## src/rtl/mcu_sequencer_ctrl.sv

```systemverilog
// mcu_sequencer_ctrl
// Sequencer for the 12-bit-family microcontroller. It owns the
// IDLE/LOAD/FETCH/DECODE/EXECUTE/HALT state register and the program-load
// address counter, and it decodes every datapath enable.
// Instruction fields are taken from the MSB end, so wider instruction words
// keep the same opcode layout.
// Optional build macro: MCU_SEQ_SINGLE_STEP_EN. When it is defined, a Step
// input is added and every EXECUTE->FETCH transition waits in state 6 for a
// Step pulse.
module mcu_sequencer_ctrl #(
    parameter int INSTR_W    = 12,
    parameter int PADDR_W    = 8,
    parameter int PROG_DEPTH = 256,
    parameter int MODE_W     = 4
) (
    input  logic               clk,
    input  logic               rst,
`ifdef MCU_SEQ_SINGLE_STEP_EN
    input  logic               Step,
`endif
    input  logic               Start,
    input  logic               Resume,
    input  logic               Load_Valid,
    input  logic               DMem_Ready,
    input  logic [INSTR_W-1:0] Instr_Reg,
    input  logic [3:0]         Status_Reg,
    output logic [2:0]         State,
    output logic [PADDR_W-1:0] Load_Addr,
    output logic               ProgMemLoad_En,
    output logic               ProgMem_En,
    output logic               InstrReg_En,
    output logic               ProgCounter_En,
    output logic               Acc_En,
    output logic               StatusReg_En,
    output logic               ALU_En,
    output logic               DataMem_En,
    output logic               DataMemWrite_En,
    output logic               DataReg_En,
    output logic               MUX1_Sel,
    output logic               MUX2_Sel,
    output logic [MODE_W-1:0]  ALU_Mode
);

    localparam int T = INSTR_W - 1;

    localparam logic [2:0] ST_IDLE    = 3'd0;
    localparam logic [2:0] ST_LOAD    = 3'd1;
    localparam logic [2:0] ST_FETCH   = 3'd2;
    localparam logic [2:0] ST_DECODE  = 3'd3;
    localparam logic [2:0] ST_EXECUTE = 3'd4;
    localparam logic [2:0] ST_HALT    = 3'd5;
`ifdef MCU_SEQ_SINGLE_STEP_EN
    localparam logic [2:0] ST_STEP    = 3'd6;
    // Completed instructions park in the step-wait state.
    localparam logic [2:0] ST_AFTER_EXEC = ST_STEP;
`else
    localparam logic [2:0] ST_AFTER_EXEC = ST_FETCH;
`endif

    // Address of the final program word; that beat ends LOAD.
    localparam logic [PADDR_W-1:0] LAST_ADDR = PADDR_W'(PROG_DEPTH - 1);

    logic [2:0]         stateReg;
    logic [2:0]         stateNext;
    logic [PADDR_W-1:0] loadAddrReg;
    logic [PADDR_W-1:0] loadAddrNext;

    // Opcode class decode, evaluated in priority order in EXECUTE.
    logic       isIType;
    logic       isJump;
    logic       isMType;
    logic       isNop;
    logic       mToAcc;
    logic [1:0] jumpSel;
    logic       jumpFlag;

    logic [MODE_W-1:0] iTypeMode;
    logic [MODE_W-1:0] mTypeMode;

    // Bits of the instruction word that no field uses (operand/address bits).
    logic unusedIrBits;

    assign isIType  = Instr_Reg[T];
    assign isJump   = (Instr_Reg[T:T-1] == 2'b01);
    assign isMType  = (Instr_Reg[T:T-2] == 3'b001);
    assign isNop    = (Instr_Reg[T:T-3] == 4'b0000);
    assign mToAcc   = Instr_Reg[T-3];
    assign jumpSel  = Instr_Reg[T-2:T-3];
    assign jumpFlag = Status_Reg[jumpSel];
    assign unusedIrBits = ^Instr_Reg;

    // ALU mode fields resized to MODE_W: I-type uses a 3-bit field, M-type a
    // 4-bit field; extra upper bits are zero, narrower modes keep the LSBs.
    genvar gi;
    generate
        for (gi = 0; gi < MODE_W; gi++) begin : g_mode
            if (gi < 3) begin : g_i_bit
                assign iTypeMode[gi] = Instr_Reg[T-3+gi];
            end else begin : g_i_zero
                assign iTypeMode[gi] = 1'b0;
            end
            if (gi < 4) begin : g_m_bit
                assign mTypeMode[gi] = Instr_Reg[T-7+gi];
            end else begin : g_m_zero
                assign mTypeMode[gi] = 1'b0;
            end
        end
    endgenerate

    assign State     = stateReg;
    assign Load_Addr = loadAddrReg;

    // State register and load counter; reset aborts any load or access.
    always_ff @(posedge clk or posedge rst) begin
        if (rst) begin
            stateReg    <= ST_IDLE;
            loadAddrReg <= '0;
        end else begin
            stateReg    <= stateNext;
            loadAddrReg <= loadAddrNext;
        end
    end

    // Next-state and load-address selection.
    always_comb begin
        stateNext    = stateReg;
        loadAddrNext = loadAddrReg;
        case (stateReg)
            ST_IDLE: begin
                if (Start) begin
                    stateNext = ST_LOAD;
                end
            end
            ST_LOAD: begin
                if (Load_Valid) begin
                    if (loadAddrReg == LAST_ADDR) begin
                        stateNext    = ST_FETCH;
                        loadAddrNext = '0;
                    end else begin
                        loadAddrNext = loadAddrReg + PADDR_W'(1);
                    end
                end
            end
            ST_FETCH: begin
                stateNext = ST_DECODE;
            end
            ST_DECODE: begin
                // Memory operands hold DECODE until the data read completes.
                if (!isMType || DMem_Ready) begin
                    stateNext = ST_EXECUTE;
                end
            end
            ST_EXECUTE: begin
                if (isIType || isJump || isNop) begin
                    stateNext = ST_AFTER_EXEC;
                end else if (isMType) begin
                    // Stores wait for the write to complete; loads do not.
                    if (mToAcc || DMem_Ready) begin
                        stateNext = ST_AFTER_EXEC;
                    end
                end else begin
                    stateNext = ST_HALT;
                end
            end
            ST_HALT: begin
                if (Resume) begin
                    stateNext = ST_FETCH;
                end
            end
`ifdef MCU_SEQ_SINGLE_STEP_EN
            ST_STEP: begin
                if (Step) begin
                    stateNext = ST_FETCH;
                end
            end
`endif
            default: begin
                stateNext    = ST_IDLE;
                loadAddrNext = '0;
            end
        endcase
    end

    // Datapath control decode from state, instruction, flags and ready.
    always_comb begin
        ProgMemLoad_En  = 1'b0;
        ProgMem_En      = 1'b0;
        InstrReg_En     = 1'b0;
        ProgCounter_En  = 1'b0;
        Acc_En          = 1'b0;
        StatusReg_En    = 1'b0;
        ALU_En          = 1'b0;
        DataMem_En      = 1'b0;
        DataMemWrite_En = 1'b0;
        DataReg_En      = 1'b0;
        MUX1_Sel        = 1'b0;
        MUX2_Sel        = 1'b0;
        ALU_Mode        = '0;
        case (stateReg)
            ST_LOAD: begin
                ProgMem_En     = 1'b1;
                ProgMemLoad_En = Load_Valid;
            end
            ST_FETCH: begin
                InstrReg_En = 1'b1;
                ProgMem_En  = 1'b1;
            end
            ST_DECODE: begin
                if (isMType) begin
                    DataMem_En = 1'b1;
                    DataReg_En = DMem_Ready;
                end
            end
            ST_EXECUTE: begin
                if (isIType) begin
                    ProgCounter_En = 1'b1;
                    Acc_En         = 1'b1;
                    StatusReg_En   = 1'b1;
                    ALU_En         = 1'b1;
                    MUX1_Sel       = 1'b1;
                    ALU_Mode       = iTypeMode;
                end else if (isJump) begin
                    ProgCounter_En = 1'b1;
                    MUX1_Sel       = jumpFlag;
                end else if (isMType) begin
                    ALU_En   = 1'b1;
                    MUX1_Sel = 1'b1;
                    MUX2_Sel = 1'b1;
                    ALU_Mode = mTypeMode;
                    if (mToAcc) begin
                        Acc_En         = 1'b1;
                        ProgCounter_En = 1'b1;
                        StatusReg_En   = 1'b1;
                    end else begin
                        DataMem_En      = 1'b1;
                        DataMemWrite_En = 1'b1;
                        ProgCounter_En  = DMem_Ready;
                        StatusReg_En    = DMem_Ready;
                    end
                end else if (isNop) begin
                    ProgCounter_En = 1'b1;
                    MUX1_Sel       = 1'b1;
                end
            end
            default: begin
            end
        endcase
    end

endmodule

```

## config.mk

```make
export PLATFORM = sky130hd
export DESIGN_NAME = mcu_sequencer_ctrl
export DESIGN_NICKNAME = d
export VERILOG_FILES = /design/src/rtl/mcu_sequencer_ctrl.sv
export SDC_FILE = /design/constraint.sdc
export NUM_CORES = 1
export LEC_CHECK = 0
export BUFFER_PORTS_ARGS = -buffer_cell sky130_fd_sc_hd__buf_2
export CORE_MARGIN = 3
export CORE_UTILIZATION = 45
export DETAILED_ROUTE_END_ITERATION = 6
export PLACE_DENSITY = 0.79
export SETUP_SLACK_MARGIN = 0.05
export SYNTH_ARGS = -nofsm -noshare
export SYNTH_HDL_FRONTEND = slang
export SYNTH_SLANG_ARGS = --single-unit
export TNS_END_PERCENT = 20
```

## constraint.sdc

```tcl
create_clock -name clk -period 2.05 [get_ports clk]
set_input_delay 0.1025 -clock clk [delete_from_list [all_inputs] [get_ports clk]]
set_output_delay 0.1025 -clock clk [all_outputs]
set_load 0.03 [all_outputs]
```

* Yosys cells after proc, flatten, opt, wreduce, memory -nomap -nowiden *
Cells that the tools add are included.

operators by class
  reductions and logical operators = 11
  bitwise gates (word level) = 1
  div/mod/pow operators = 0
  mux-type cells = 54
  shift operators = 0
  equality and inequality tests = 14
  add/subtract/negate cells = 1
  multiply operators = 0
  magnitude comparators = 1

operators with widths
  operator                                                                       count
  1-bit two-way mux                                                              36
  3-bit two-way mux                                                              8
  3-bit case mux with 6 select lines                                             1
  4-bit two-way mux                                                              4
  8-bit two-way mux                                                              2
  8-bit case mux with 2 select lines                                             1
  2-bit != test (second input constant)                                          5
  8-bit by 1-bit adder with 8-bit output (second input constant)                 1
  8-bit == test (second input constant)                                          1
  3-bit by 1-bit == test with 1-bit output (second input constant)               2
  3-bit by 2-bit == test with 1-bit output (second input constant)               2
  3-bit == test (second input constant)                                          2
  6-bit AND reduction                                                            1
  5-bit OR reduction                                                             1
  4-bit zero test                                                                1
  1-bit logical OR                                                               4
  4-bit != test (second input constant)                                          1
  3-bit zero test                                                                1
  2-bit by 3-bit less-than comparator with 1-bit output (second input constant)  1
  1-bit binary-select mux with 2-bit select                                      1
  2-bit by 1-bit == test with 1-bit output (second input constant)               1
  1-bit case mux with 2 select lines                                             1
  2-bit AND reduction                                                            1
  2-bit OR reduction                                                             1
  2 further kinds                                                                2

word-level totals
  memory bits (writable) = 0
  bits in read-only memories = 0
  bits in latches = 0
  flip-flop bits (word level) = 11
  memories kept = 0
  output and inout port bits = 27
  logic and storage cells = 84

* Depth between registers and ports, before layout *
  depth in word-level cells = 6
  depth in mapped cells = 6

* Least setup slack after synthesis *
Ideal clock, no wire load.

  kind = flip-flop to output port
  start point = reg stateReg[2] (netlist: State[2])
  end point = out DataMem_En
  stages on the path, launching flop included = 6
  path buffers = 1
  slack = 0.071 ns
  arrival time = 1.876 ns
  data required time = 1.947 ns
  cell sequence = dfrtp_1 > buf_2 > nor2b_1 > nor2b_1 > nand2_1 > o21ai_0

between the ends
  longest elaborated chain between the ends = 2
  elaborated cells between the ends (all ways) = 3
  classes of those cells = 2 x eq/ne; 1 x mux

ends and longest elaborated chain
  item                                                                       line  text
  from (decl)                                                                63    logic [2:0] stateReg;
  from (signal assigned)                                                     119   stateReg <= stateNext;
  3-bit == test or 3-bit by 2-bit == test with 1-bit output (tied branches)  199   case (stateReg)
  1-bit case mux with 2 select lines *                                       199
  to (decl)                                                                  36    output logic DataMem_En,

Mark *: on every way between the ends. The rest lies on a longest branch, timed or not.

* Worst setup path in the final report *
  start point = reg stateReg[1] (netlist: State[1])
  end point = out ALU_Mode[1]

between the ends
  longest elaborated chain between the ends = 2

ends and longest elaborated chain
  item               line  text
  3-bit == test      199
  4-bit two-way mux  199
  to (decl)          41    output logic [MODE_W-1:0] ALU_Mode

No other way between the ends.

==> results.json <==
{
  "core_area_um2": 2022,
  "rows": 16,
  "max_slew_margin_pct": 64.22,
  "num_vias": 1042,
  "final_common_cell": "buf_2",
  "firstDrtPassIters": 4,
  "io_buffers": 44,
  "antenna_cells": 0,
  "syn_inst": 119,
  "path_clk_slew_ps": 80,
  "synth_area_per_cell_um2": 8.369,
  "clkSinkCount": 11,
  "crit_fanout": 12,
  "antenna_found_initial": 0,
  "fp.dieH_um": 53.05,
  "setup_viol": 0,
  "drtIter0Drc": 17,
  "drcViolationCount": 0,
  "initial_core_util_pct": 49.26,
  "gp_congestion": 0.9101,
  "tns_ps": 0,
  "cp-end-kind": "output pin",
  "htree_levels": 1,
  "clock_latency_ps": 270,
  "cp-start-kind": "flip-flop",
  "yosysWarnings": 0,
  "route.antenna.remaining_nets": 0,
  "synth_top_flop_cell": "dfrtp_1",
  "avgRoutedWirePerCell_um": 13.15,
  "worstPathArrival_ps": 1750,
  "grt_pass1_vias": 876,
  "synth_seq_cells": 11,
  "ys_async_sr_fraction_pct": 100.0,
  "ir_drop_mv": 0.7402,
  "syn_nets": 143,
  "holdCritPathClass": "in2reg",
  "crit_slowest_cell": "dfrtp_2",
  "hold_viol": 0,
  "grt_max_degree": 14,
  "status": "finished, final reports clean",
  "io_pins": 49,
  "grt_pass1_wl_um": 3746,
  "period_share_pct": 90.54,
  "cts_buffer_depth": 2,
  "overflow": 0,
  "layout-drive-gt1-share_pct": 40.00,
  "total_power_mw": 1.407,
  "final_nets": 190,
  "hpwl_um": 1830,
  "seq_area_frac_synth_pct": 27.64,
  "final-max-slew-violation-count": 0,
  "cts_made_buffers": 3,
  "cp_num_buf_inv": 2,
  "avgViaCountPerCell": 5.427,
  "layout_setup_ws_ps": 194.0,
  "final_cell_mix": "buf_2 (43), nor2_1 (15), dfrtp_1 (8)",
  "p_per_area_nw_per_um2": 1099,
  "area_growth_pct": 28.52,
  "cp_common_cell": "buf_4",
  "crit_chain": "or3b_1 -> buf_4 -> nor3_1 -> buf_4",
  "cp_slowest_stage_delay_ps": 500,
  "fin_crit_ps": 1856,
  "die-area_um2": 2814,
  "place_ws_ps": 279.2,
  "die_w_um": 53.05,
  "rsz0062_at_grt": "no",
  "yosysUniqueCellTypes": 44,
  "cp_top_family": "simple AND/OR/NAND/NOR gates",
  "finClkSkew_ps": 12.72,
  "tightest_slew_ps": 534.4,
  "drt_wl_total_um": 2525,
  "hold_ws_ps": 57.49,
  "cp.required_ps": 1950,
  "cts_tree": "yes",
  "p_leak_nw": 0.6709,
  "synth_area_um2": 996.0,
  "synth-edff-count": 0,
  "crit_type": "reg2out",
  "grtUsageTotal_pct": 18.00,
  "fmax_mhz": 538.8,
  "drv_cap": 0,
  "root_buffer": "clkbuf_4",
  "fillers": 170
}
[cells in the mapped netlist (2+ instances only)]
| cell | instances | area [um2] |
|---|---|---|
| nor2b_1 | 3 | 18.77 |
| a22oi_1 | 2 | 15.01 |
| o21ai_0 | 7 | 35.03 |
| ha_1 | 2 | 25.02 |
| a211oi_2 | 2 | 25.02 |
| nand2_1 | 7 | 26.28 |
| buf_6 | 2 | 22.52 |
| xnor2_1 | 4 | 35.03 |
| nor3b_1 | 3 | 22.52 |
| inv_1 | 6 | 22.52 |
| dfrtp_1 | 11 | 275.3 |
| nor2_1 | 15 | 56.30 |
| mux2i_1 | 2 | 20.02 |
| a21oi_1 | 7 | 35.03 |
| nand3_1 | 6 | 30.03 |
| buf_2 | 4 | 20.02 |
| and3b_1 | 2 | 17.52 |
| and3_1 | 3 | 18.77 |
| nor3_1 | 5 | 25.02 |
| clkbuf_1 | 2 | 7.510 |
[layer usage]
layer | routed length (um) | track usage, % | vias up | share of wire, %
li1 | - | - | 518 | -
met1 | 1088 | 23.88 | 487 | 43
met2 | 1280 | 28.72 | 35 | 51
met3 | 133 | 4.507 | 2 | 5.3
met4 | 23 | 5.106 | 0 | 0.91
met5 | 0 | 0 | - | 0
[metrics by stage]
stage | utilization (%) | cell area, um2 | std cells
global route | 63.30 | 1280 | 192
CTS | 61.88 | 1251 | 189
global placement | 60.09 | 1215 | 184
detailed placement | 60.09 | 1215 | 184
finish | 63.30 | 1280 | 192
floorplan | - | 996.0 | 119
[power by group]
group / switching (mW) / internal (mW)
logic: 0.530 / 0.370
registers: 0.0892 / 0.267
clock network: 0.0757 / 0.0754
total: 0.695 / 0.712
[worst reg2reg max path, stage by stage, from the launching register on]
cell and delay (ps):
dfrtp_2 500, ha_1 360, or2_0 340, nor2_1 340, nor2_1 100
[cells by family (layout without fill, tap and decap cells)]
kind of cell               count (synthesis)  after routing  synth area share [%]
and+or+nand+nor                           58             58                 34.30
AOI/OAI and AO/OA                         26             26                 20.35
buffers and inverters                     14             60                 7.286
DFF                                       11             11                 27.64
xor gates and xnor gates                   5              5                 4.397
muxes                                      3              3                 3.517
adders and majority gates                  2              2                 2.512
[state kept, by name, indices dropped and copies added (netlist names)]
| name | flops |
|---|---|
| State | 3 |
| Load_Addr | 8 |
[worst paths after layout]
kind,start,slack (ps),endpoint,cells after the start
worst max-delay path,State[1],190,ALU_Mode[1],4
worst min-delay path,DMem_Ready,60,State[1],2
worst max register to register,State[1],280,Load_Addr[2],4
worst min register to register,Load_Addr[0],560,Load_Addr[0],1
max in group asynchronous,rst,1350,State[0],3
min in group asynchronous,rst,370,State[1],3
[final cells by class]
cell class / count / area, um2 / area share [%]
Tap cell: 27 / 33.78 / 2.639
Inverter: 6 / 22.52 / 1.760
Timing Repair Buffer: 50 / 270.3 / 21.11
Sequential cell: 11 / 279.0 / 21.80
Clock buffer: 4 / 26.28 / 2.053
Multi-Input combinational cell: 94 / 648.1 / 50.64
[what timing repair did]
| action | 4_1_cts | 5_1_grt |
|---|---|---|
| endpoints found under the hold margin | 11 | 0 |
| buffers inserted | 0 | 3 |
| gates resized for setup | 0 | 4 |
| setup endpoints to repair | 0 | 5 |
| hold buffers | 1 | 0 |
Power figures use the tool's default switching activity.
